`config.mk`:
```
export PLATFORM = sky130hd
export DESIGN_NAME = can_filter_sched
export DESIGN_NICKNAME = d
export VERILOG_FILES = /design/src/rtl/can_gw_pkg.sv /design/src/rtl/can_rr_arbiter.sv /design/src/rtl/can_filter_sched.sv
export SDC_FILE = /design/constraint.sdc
export NUM_CORES = 1
export LEC_CHECK = 0
export CAP_MARGIN = 5
export CORE_ASPECT_RATIO = 0.75
export CORE_MARGIN = 10
export CORE_UTILIZATION = 30
export DETAILED_ROUTE_END_ITERATION = 10
export DONT_BUFFER_PORTS = 1
export GPL_ROUTABILITY_DRIVEN = 1
export HOLD_SLACK_MARGIN = 0.06
export PLACE_DENSITY = 0.49
export SLEW_MARGIN = 10
export SYNTH_ARGS = -nofsm -noshare
export SYNTH_HDL_FRONTEND = slang
export SYNTH_SLANG_ARGS = --single-unit
export TNS_END_PERCENT = 1
```
`constraint.sdc`:
```
create_clock -name clk -period 8.1 [get_ports clk]
set_clock_uncertainty 0.2 [all_clocks]
set_input_delay 1.215 -clock clk [delete_from_list [all_inputs] [get_ports clk]]
set_output_delay 1.215 -clock clk [all_outputs]
set_load 0.1 [all_outputs]
```
`src/rtl/can_gw_pkg.sv`:
```
// Shared types for the CAN gateway acceptance-filter path: ID width, filter table entry, scheduler states.
package can_gw_pkg;

    localparam int CAN_ID_W = 11;

    typedef struct packed {
        logic [CAN_ID_W-1:0] code;
        logic [CAN_ID_W-1:0] mask;
        logic                en;
    } filt_entry_t;

    typedef enum logic [1:0] {
        IDLE = 2'd0,
        SCAN = 2'd1,
        OUT  = 2'd2
    } sched_state_e;

    // Mask bit set means that ID bit must equal the code bit; disabled entries never match.
    function automatic logic id_match(input filt_entry_t e, input logic [CAN_ID_W-1:0] id);
        return e.en && ((id & e.mask) == (e.code & e.mask));
    endfunction

endpackage

```
`src/rtl/can_rr_arbiter.sv`:
```
// Round-robin request picker: first requester strictly after ptr, searching upward with wrap.
module can_rr_arbiter #(
    parameter  int NUM_CH = 4,
    localparam int CH_W   = (NUM_CH > 1) ? $clog2(NUM_CH) : 1
) (
    input  logic [NUM_CH-1:0] req,
    input  logic [CH_W-1:0]   ptr,
    output logic [NUM_CH-1:0] grant,
    output logic [CH_W-1:0]   idx,
    output logic              any
);

    always_comb begin
        grant = '0;
        idx   = '0;
        any   = 1'b0;
        // i runs 1..NUM_CH so the pointer channel itself is visited last.
        for (int i = 1; i <= NUM_CH; i++) begin
            logic [CH_W-1:0] cand;
            cand = CH_W'((int'(ptr) + i) % NUM_CH);
            if (!any && req[cand]) begin
                any         = 1'b1;
                idx         = cand;
                grant[cand] = 1'b1;
            end
        end
    end

endmodule

```
`src/rtl/can_filter_sched.sv`:
```
// Shares one CAN-ID acceptance comparator across NUM_CH RX channels, walking the filter table one entry per cycle.
// Optional hit/drop statistics counters are built when CAN_FILTER_STATS_EN is defined.
//
//  state | meaning
//  IDLE  | waiting for any in_valid; grants one channel round-robin
//  SCAN  | comparing latched ID against table entry idx
//  OUT   | accepted ID presented on out_*, waiting for out_ready
module can_filter_sched
    import can_gw_pkg::*;
#(
    parameter  int NUM_CH      = 4,
    parameter  int NUM_FILTERS = 8,
    parameter  int CNT_W       = 16,
    localparam int IDX_W       = $clog2(NUM_FILTERS),
    localparam int CH_W        = (NUM_CH > 1) ? $clog2(NUM_CH) : 1
) (
    input  logic                       clk,
    input  logic                       rst,
    input  logic [NUM_CH-1:0]          in_valid,
    input  logic [NUM_CH*CAN_ID_W-1:0] in_id,
    output logic [NUM_CH-1:0]          in_ready,
    input  logic                       cfg_we,
    input  logic [IDX_W-1:0]           cfg_idx,
    input  logic [CAN_ID_W-1:0]        cfg_code,
    input  logic [CAN_ID_W-1:0]        cfg_mask,
    input  logic                       cfg_en,
    output logic                       out_valid,
    input  logic                       out_ready,
    output logic [CAN_ID_W-1:0]        out_id,
    output logic [CH_W-1:0]            out_ch,
    output logic [IDX_W-1:0]           out_filt,
    output logic                       miss_pulse,
    output logic                       busy
`ifdef CAN_FILTER_STATS_EN
    ,
    input  logic [IDX_W-1:0]           stat_idx,
    output logic [CNT_W-1:0]           stat_hits,
    output logic [CNT_W-1:0]           stat_drops
`endif
);

    sched_state_e       state, state_nx;
    filt_entry_t        filt_tbl [NUM_FILTERS];
    logic [CH_W-1:0]    rr_ptr;
    logic [IDX_W-1:0]   idx;
    logic [NUM_CH-1:0]  arb_grant;
    logic [CH_W-1:0]    arb_idx;
    logic               arb_any;
    logic               hit;
    logic               last;

    can_rr_arbiter #(.NUM_CH(NUM_CH)) u_arb (
        .req   (in_valid),
        .ptr   (rr_ptr),
        .grant (arb_grant),
        .idx   (arb_idx),
        .any   (arb_any)
    );

    // out_id doubles as the latched ID under comparison, so the table reads the registered value.
    assign hit       = id_match(filt_tbl[idx], out_id);
    assign last      = (idx == IDX_W'(NUM_FILTERS - 1));
    assign out_valid = (state == OUT);
    assign busy      = (state != IDLE);

    always_comb begin
        state_nx = state;
        in_ready = '0;
        unique case (state)
            IDLE: begin
                if (arb_any) begin
                    in_ready = arb_grant;
                    state_nx = SCAN;
                end
            end
            SCAN: begin
                if (hit) begin
                    state_nx = OUT;
                end else if (last) begin
                    state_nx = IDLE;
                end
            end
            OUT: begin
                if (out_ready) begin
                    state_nx = IDLE;
                end
            end
            default: state_nx = IDLE;
        endcase
    end

    always_ff @(posedge clk or posedge rst) begin
        if (rst) begin
            state      <= IDLE;
            rr_ptr     <= CH_W'(NUM_CH - 1);
            idx        <= '0;
            out_id     <= '0;
            out_ch     <= '0;
            out_filt   <= '0;
            miss_pulse <= 1'b0;
        end else begin
            state      <= state_nx;
            miss_pulse <= (state == SCAN) && !hit && last;
            unique case (state)
                IDLE: begin
                    if (arb_any) begin
                        out_id <= in_id[arb_idx*CAN_ID_W +: CAN_ID_W];
                        out_ch <= arb_idx;
                        rr_ptr <= arb_idx;
                        idx    <= '0;
                    end
                end
                SCAN: begin
                    if (hit) begin
                        out_filt <= idx;
                    end else if (!last) begin
                        idx <= idx + 1'b1;
                    end
                end
                default: ;
            endcase
        end
    end

    // Table writes land at the clock edge, so a same-cycle comparison still sees the old entry.
    always_ff @(posedge clk or posedge rst) begin
        if (rst) begin
            for (int k = 0; k < NUM_FILTERS; k++) begin
                filt_tbl[k] <= '0;
            end
        end else if (cfg_we && (int'(cfg_idx) < NUM_FILTERS)) begin
            filt_tbl[cfg_idx] <= '{code: cfg_code, mask: cfg_mask, en: cfg_en};
        end
    end

`ifdef CAN_FILTER_STATS_EN
    logic [CNT_W-1:0] hit_cnt [NUM_FILTERS];
    logic [CNT_W-1:0] drop_cnt;

    always_ff @(posedge clk or posedge rst) begin
        if (rst) begin
            for (int k = 0; k < NUM_FILTERS; k++) begin
                hit_cnt[k] <= '0;
            end
            drop_cnt <= '0;
        end else if (state == SCAN) begin
            if (hit) begin
                if (hit_cnt[idx] != '1) begin
                    hit_cnt[idx] <= hit_cnt[idx] + 1'b1;
                end
            end else if (last && (drop_cnt != '1)) begin
                drop_cnt <= drop_cnt + 1'b1;
            end
        end
    end

    assign stat_hits  = (int'(stat_idx) < NUM_FILTERS) ? hit_cnt[stat_idx] : '0;
    assign stat_drops = drop_cnt;
`else
    // CNT_W only sizes the statistics counters.
    logic cnt_w_unused;
    assign cnt_w_unused = CNT_W[0];
`endif

endmodule

```
==> flow_summary_export.csv, run 1 <==
group,metric,value,unit
clocking,clk_pin_slew,60,ps
yosys,ys_seq_area_frac,0.500,
yosys,synth_area_leader_cell,"dfrtp_1",
sta,fin_crit,5720,ps
worst_setup_path,worst_r2r_endpoint,"out_id[5]$_DFFE_PP0P_",
yosys,synth_area_leaders,"dfrtp_1 49%, mux2_2 21%, xor2_1 5.5%, o22ai_1 2.6%, a211oi_1 1.4%",
sta,fin_setup_tns,0,ps
global_route,grt_pass1_wl,43.0,mm
detailed_routing,wirelength,27.7,mm
die,io_pins,101,
finish,fillers,3409,
power,p_int,2.75,mW
worst_setup_path,ff2ff_path_depth,9,
yosys,synth_edf_count,0,
yosys,avgSynthCellArea,12.5,um2
detailed_routing,drt-vias-per-instance,5.19,
die,die_x,235,um
placed_design,placedInstanceArea,10900,um2
power,leakagePower,5.00,nW
hold_path,hold_path_class,"reg2reg",
power,switching_power,1.94,mW
run,maxCapViolations,0,
die,die_area,42700,um2
hold_path,whs_path_depth,1,
detailed_routing,num_vias,6755,
finish,diodes,0,
finish,finalNetCount,916,
global_route,antenna_found_initial,0,
worst_setup_path,crit_type,"reg2out",
sta,drv_slew,0,
worst_setup_path,r2r-start,"rr_ptr[0]$_DFFE_PP1P_",
yosys,synth_common_cells,"206 x dfrtp_1, 194 x mux2_2, 66 x xor2_1",
clocking,insertion_delay,510,ps
power,powerDensity,398,nW/um2
power,swShare,0.414,
worst_setup_path,cp-startpoint,"rr_ptr[0]$_DFFE_PP1P_",
detailed_routing,avgRoutedWirePerCell,21.3,um
placed_design,hpwl,18.5,mm
detailed_routing,remaining_drc_errors,0,
yosys,ys_types,57,
clocking,ctsResizeCount,0,
clocking,ctsHoldBuffers,0,
clocking,cts_setup_buffers,0,
global_route,grt_start_max_net_pins,83,
yosys,yosysTopAreaCellShare,0.495,
yosys,synth_most_common_cell,"dfrtp_1",
worst_setup_path,cp-start-kind,"register",
yosys,ys.flop_type,"dfrtp_1",
worst_setup_path,required,6680,ps
sta,timing_hold_violations_final,0,
power,power_frac_clock,0.246,
yosys,synth-seq-cells,208,
finish,area_delta_synth_final,13.2,%
finish,final_util,0.342,
global_route,grt_pass1_vias,6821,
finish,drive_gt1_frac,0.335,
yosys,syn_nets,920,
worst_setup_path,cp_max_fo,21,
worst_setup_path,reg2reg_slack,3530,ps
detailed_routing,dr.first_iter.drc_count,453,
power,p_seq_frac,0.346,
sta,finalCritPeriodShare,0.706,
placed_design,gp_congestion,0.785,
yosys,synthCells,832,
placed_design,port_buffers,0,
worst_setup_path,end_kind,"primary output",
die,core,34500,um2
clocking,cts_tree,"yes",
sta,rsz0062_at_grt,"no",
clocking,cts.root.buffer_cell,"clkbuf_16",
run_status,status,"finished clean",
clocking,cts.sinks,208,
die,start_util,0.302,
yosys,yosys_warnings,0,
hold_path,min_from,"out_id[10]$_DFFE_PP0P_",
hold_path,hold_end,"out_id[10]$_DFFE_PP0P_",
finish,fin_area,11800,um2
detailed_routing,dr.pass1.iters,4,
global_route,grt_overflow_total,0,
sta,relSlewSlack,0.201,
sta,setup_viol,0,
clocking,cts_buffers,25,
power,peakVddDrop,0.000171,V
yosys,synthesis.area,10400,um2
yosys,async_flop_share,1.00,
die,die_height,181,um
clocking,cts_buffer_depth,3,
global_route,grt.total_usage,0.126,
power,p_comb_frac,0.408,
die,fp-row-count,59,
sta,worstMarginPinSlew,1200,ps
worst_setup_path,critPathArrivalTime,4300,ps
detailed_routing,postRouteAntennaNets,0,
sta,timing.fmax,175,MHz
clocking,htree_levels,1,
==> worst max-delay path, cell delays in order, from the launching register on <==
cell and delay [ps]:
dfstp_2 800, inv_1 280, ha_1 480, mux4_2 450, nor2b_1 500, a221o_1 240, o21ai_0 100, a21oi_2 930
==> final cells by class <==
class                           instances  area (um2)  share of cell area
Timing Repair Buffer                   25         188              0.0159
Sequential cell                       208        5210               0.442
Multi-Input combinational cell        553        4910               0.416
Tap cell                              457         572              0.0485
Inverter                               15        63.8             0.00541
Clock buffer                           36         737              0.0625
Clock inverter                          8         115             0.00976
==> power groups by stage <==
stage | Sequential, mW | Combinational (mW) | Clock [mW]
floorplan | 1.74 | 1.41 | 0
global placement | 1.64 | 1.93 | 0
finish | 1.62 | 1.91 | 1.15
global route | 1.66 | 2.08 | 1.23
CTS | 1.63 | 1.93 | 1.18
detailed placement | 1.64 | 1.93 | 0
==> sequential cells by signal (all words and copies together), names as in the netlist <==
signal      cells
idx             3
out_filt        3
miss_pulse      1
state           2
rr_ptr          2
out_id         11
filt_tbl      184
out_ch          2
==> per-stage QoR <==
stage	power, mW	worst slack, ps	hold WS, ps	cells
after global routing	4.97	2140	317	1302
after global placement	3.57	3020	277	1258
after detailed placement	3.57	2950	278	1258
after CTS	4.74	2400	292	1302
final	4.69	2380	288	1302
after floorplan	3.15	1010	273	832
==> placed cells by master (no fill, tap or decap), drive strengths merged, types with 7 or more instances in the layout <==
cell	Yosys	layout
a221oi	11	11
dfrtp	206	206
nor3	9	9
buf	27	25
o22ai	43	43
o21ai	14	14
a211o	11	11
nand3	17	17
a22oi	13	13
a21oi	9	9
mux2i	15	15
nand2b	7	7
nand2	34	34
ha	10	10
clkbuf	29	36
xor2	66	66
nor2	8	8
inv	15	15
a211oi	20	20
mux2	194	194
==> worst max path at each step <==
stage | to | slack, ps | depth (start not counted)
2_1_floorplan | filt_tbl[0]$_DFFE_PP0P_ | 1010 | 1
3_3_place_gp | in_ready[0] | 3020 | 7
3_5_place_dp | in_ready[1] | 2950 | 7
4_1_cts | in_ready[1] | 2400 | 7
5_1_grt | in_ready[2] | 2140 | 7
6_report | in_ready[1] | 2380 | 7
==> cell families after synthesis <==
| logic type | share of synthesized area |
|---|---|
| buf+inv | 0.0326 |
| compound gates | 0.108 |
| simple gates | 0.0541 |
| mux | 0.235 |
| fa+ha+maj | 0.0120 |
| xor+xnor | 0.0580 |
| flops | 0.500 |
==> per-layer routing <==
| metal | track usage | share of wire |
|---|---|---|
| met1 | 0.171 | 0.47 |
| met2 | 0.205 | 0.47 |
| met3 | 0.0238 | 0.039 |
| met4 | 0.0281 | 0.021 |
| met5 | 0 | 0 |
Power figures use the tool's default switching activity.
==> inputs of run 2 (changes only) <==
Settings changed: PLACE_DENSITY 0.49 to 0.5.
Clock period 8.1 ns to 4.8 ns, I/O delays scaled along.
==> flow_summary_export.csv, run 2 (synthesis gave the netlist of run 1 again) <==
group,metric,value,unit
finish,area_delta_synth_final,12.5,%
worst_setup_path,reg2reg_slack,810,ps
finish,largestRegisters,"filt_tbl: 184 flops, out_id: 11 flops",
global_route,grt_start_max_net_pins,110,
hold_path,hold_path_class,"in2async",
die,io_pins,101,
finish,diodes,0,
detailed_routing,postRouteAntennaNets,0,
placed_design,gp_congestion,0.806,
clocking,ctsHoldBuffers,0,
clocking,clk_pin_slew,50,ps
power,p_int,4.43,mW
power,switching_power,3.25,mW
sta,relSlewSlack,0.239,
sta,drv_slew,0,
die,start_util,0.302,
detailed_routing,dr.first_iter.drc_count,386,
global_route,grt.total_usage,0.127,
placed_design,hpwl,19.2,mm
run_status,status,"finished clean",
clocking,cts_buffers,24,
worst_setup_path,critPathSlowestCell,"o41ai_4",
worst_setup_path,cp-start-kind,"register",
finish,top_register,"filt_tbl",
worst_setup_path,critPathArrivalTime,3540,ps
detailed_routing,dr.pass1.iters,5,
placed_design,port_buffers,0,
sta,worstMarginPinSlew,1140,ps
sta,fin_crit,4460,ps
die,fp-row-count,59,
detailed_routing,drt-vias-per-instance,5.17,
sta,finalCritPeriodShare,0.928,
clocking,htree_levels,1,
die,die_area,42700,um2
finish,drive_gt1_frac,0.329,
power,p_seq_frac,0.361,
detailed_routing,remaining_drc_errors,0,
worst_setup_path,crit_chain,"inv_1 > ha_1 > mux2i_1 > mux2i_1 > o41ai_4 > buf_4 > a21oi_2 > buf_4",
worst_setup_path,crit_type,"reg2out",
global_route,antenna_found_initial,1,
worst_setup_path,cp_max_fo,9,
detailed_routing,avgRoutedWirePerCell,21.2,um
finish,fillers,3425,
die,die_x,235,um
clocking,insertion_delay,510,ps
worst_setup_path,r2r-start,"rr_ptr[1]$_DFFE_PP1P_",
power,totalPowerFinal,7.68,mW
detailed_routing,wirelength,27.7,mm
sta,setup_viol,0,
clocking,cts.sinks,208,
worst_setup_path,end_kind,"primary output",
finish,final_util,0.340,
clocking,cts_tree,"yes",
sta,rsz0062_at_grt,"no",
sta,timing_hold_violations_final,0,
run,maxCapViolations,0,
sta,timing.fmax,224,MHz
die,die_height,181,um
power,swShare,0.424,
finish,layout_common_cells,"205 x dfrtp_1, 194 x mux2_2, 66 x xor2_1",
power,powerDensity,655,nW/um2
die,core,34500,um2
clocking,ctsResizeCount,0,
power,peakVddDrop,0.000293,V
global_route,grt_pass1_wl,43.6,mm
global_route,grt_pass1_vias,6908,
clocking,cts_setup_buffers,0,
finish,largest_reg_flops,184,
worst_setup_path,required,3880,ps
power,power_frac_clock,0.215,
clocking,cts.root.buffer_cell,"clkbuf_16",
clocking,cts_buffer_depth,3,
detailed_routing,num_vias,6757,
worst_setup_path,worst_r2r_endpoint,"out_id[5]$_DFFE_PP0P_",
finish,final_common_cell,"dfrtp_1",
finish,finalNetCount,924,
global_route,grt_overflow_total,0,
worst_setup_path,slowest_delay,660,ps
power,p_comb_frac,0.424,
power,leakagePower,4.96,nW
sta,fin_setup_tns,0,ps
worst_setup_path,ff2ff_path_depth,9,
-- run 2: changes by cell type in the layout (fill, tap and decap cells not counted) --
cell / previous run / this run
buf_4: 25 / 32
clkbuf_1: 4 / 12
buf_12: 0 / 2
inv_8: 1 / 0
clkbuf_8: 7 / 1
clkinvlp_4: 0 / 1
bufinv_16: 3 / 0
clkinv_2: 5 / 2
-- run 2: per-stage QoR --
stage	hold WS [ps]	setup slack, ps	instance area [um2]	cells
floorplan	273	52.5	10400	832
global placement	282	932	11000	1267
detailed placement	289	868	11000	1267
CTS	84.4	348	11700	1307
global route	118	113	11700	1307
finish	66.5	343	11700	1307
-- run 2: metal layers --
layer	wire length [um]	vias to the layer above	track usage
met3	1130	31	0.0238
met2	13200	119	0.210
met4	473	0	0.0250
met1	12900	3511	0.171
met5	0	-	0
li1	-	3096	-
-- run 2: layout make-up --
type | instances | area [um2] | share of cell area
timing repair buffer | 34 | 280 | 0.0239
clock inverter | 2 | 10.0 | 0.000854
clock buffer | 38 | 684 | 0.0584
tap | 457 | 572 | 0.0488
inverter | 15 | 60.1 | 0.00512
sequential | 208 | 5210 | 0.444
multi-input combinational | 553 | 4910 | 0.419
-- run 2: worst max-delay path, delay by kind of cell (launching register included) --
family                   cells  cell delay (ps)
flip-flops                   1              620
multiplexers                 2              570
adder cells (fa/ha/maj)      1              480
AO/OA/AOI/OAI                2              710
buffers and inverters        3              660
-- run 2: power groups by stage --
| stage | logic, mW | clock network (mW) | registers, mW |
|---|---|---|---|
| global route | 3.54 | 1.78 | 2.84 |
| finish | 3.25 | 1.65 | 2.78 |
| CTS | 3.26 | 1.71 | 2.79 |
| floorplan | 2.38 | 0 | 2.93 |
| detailed placement | 3.25 | 0 | 2.82 |
| global placement | 3.26 | 0 | 2.81 |
-- run 2: how the worst max path moves through the flow --
stage | startpoint | end | slack (ps) | cells past startpoint
after global routing | rr_ptr[1]$_DFFE_PP1P_ | in_ready[2] | 110 | 8
after global placement | rr_ptr[1]$_DFFE_PP1P_ | out_id[3]$_DFFE_PP0P_ | 930 | 9
after floorplan | rr_ptr[0]$_DFFE_PP1P_ | in_ready[0] | 50 | 9
final | rr_ptr[1]$_DFFE_PP1P_ | in_ready[2] | 340 | 8
after detailed placement | rr_ptr[1]$_DFFE_PP1P_ | out_id[5]$_DFFE_PP0P_ | 870 | 9
after CTS | rr_ptr[1]$_DFFE_PP1P_ | in_ready[2] | 350 | 8
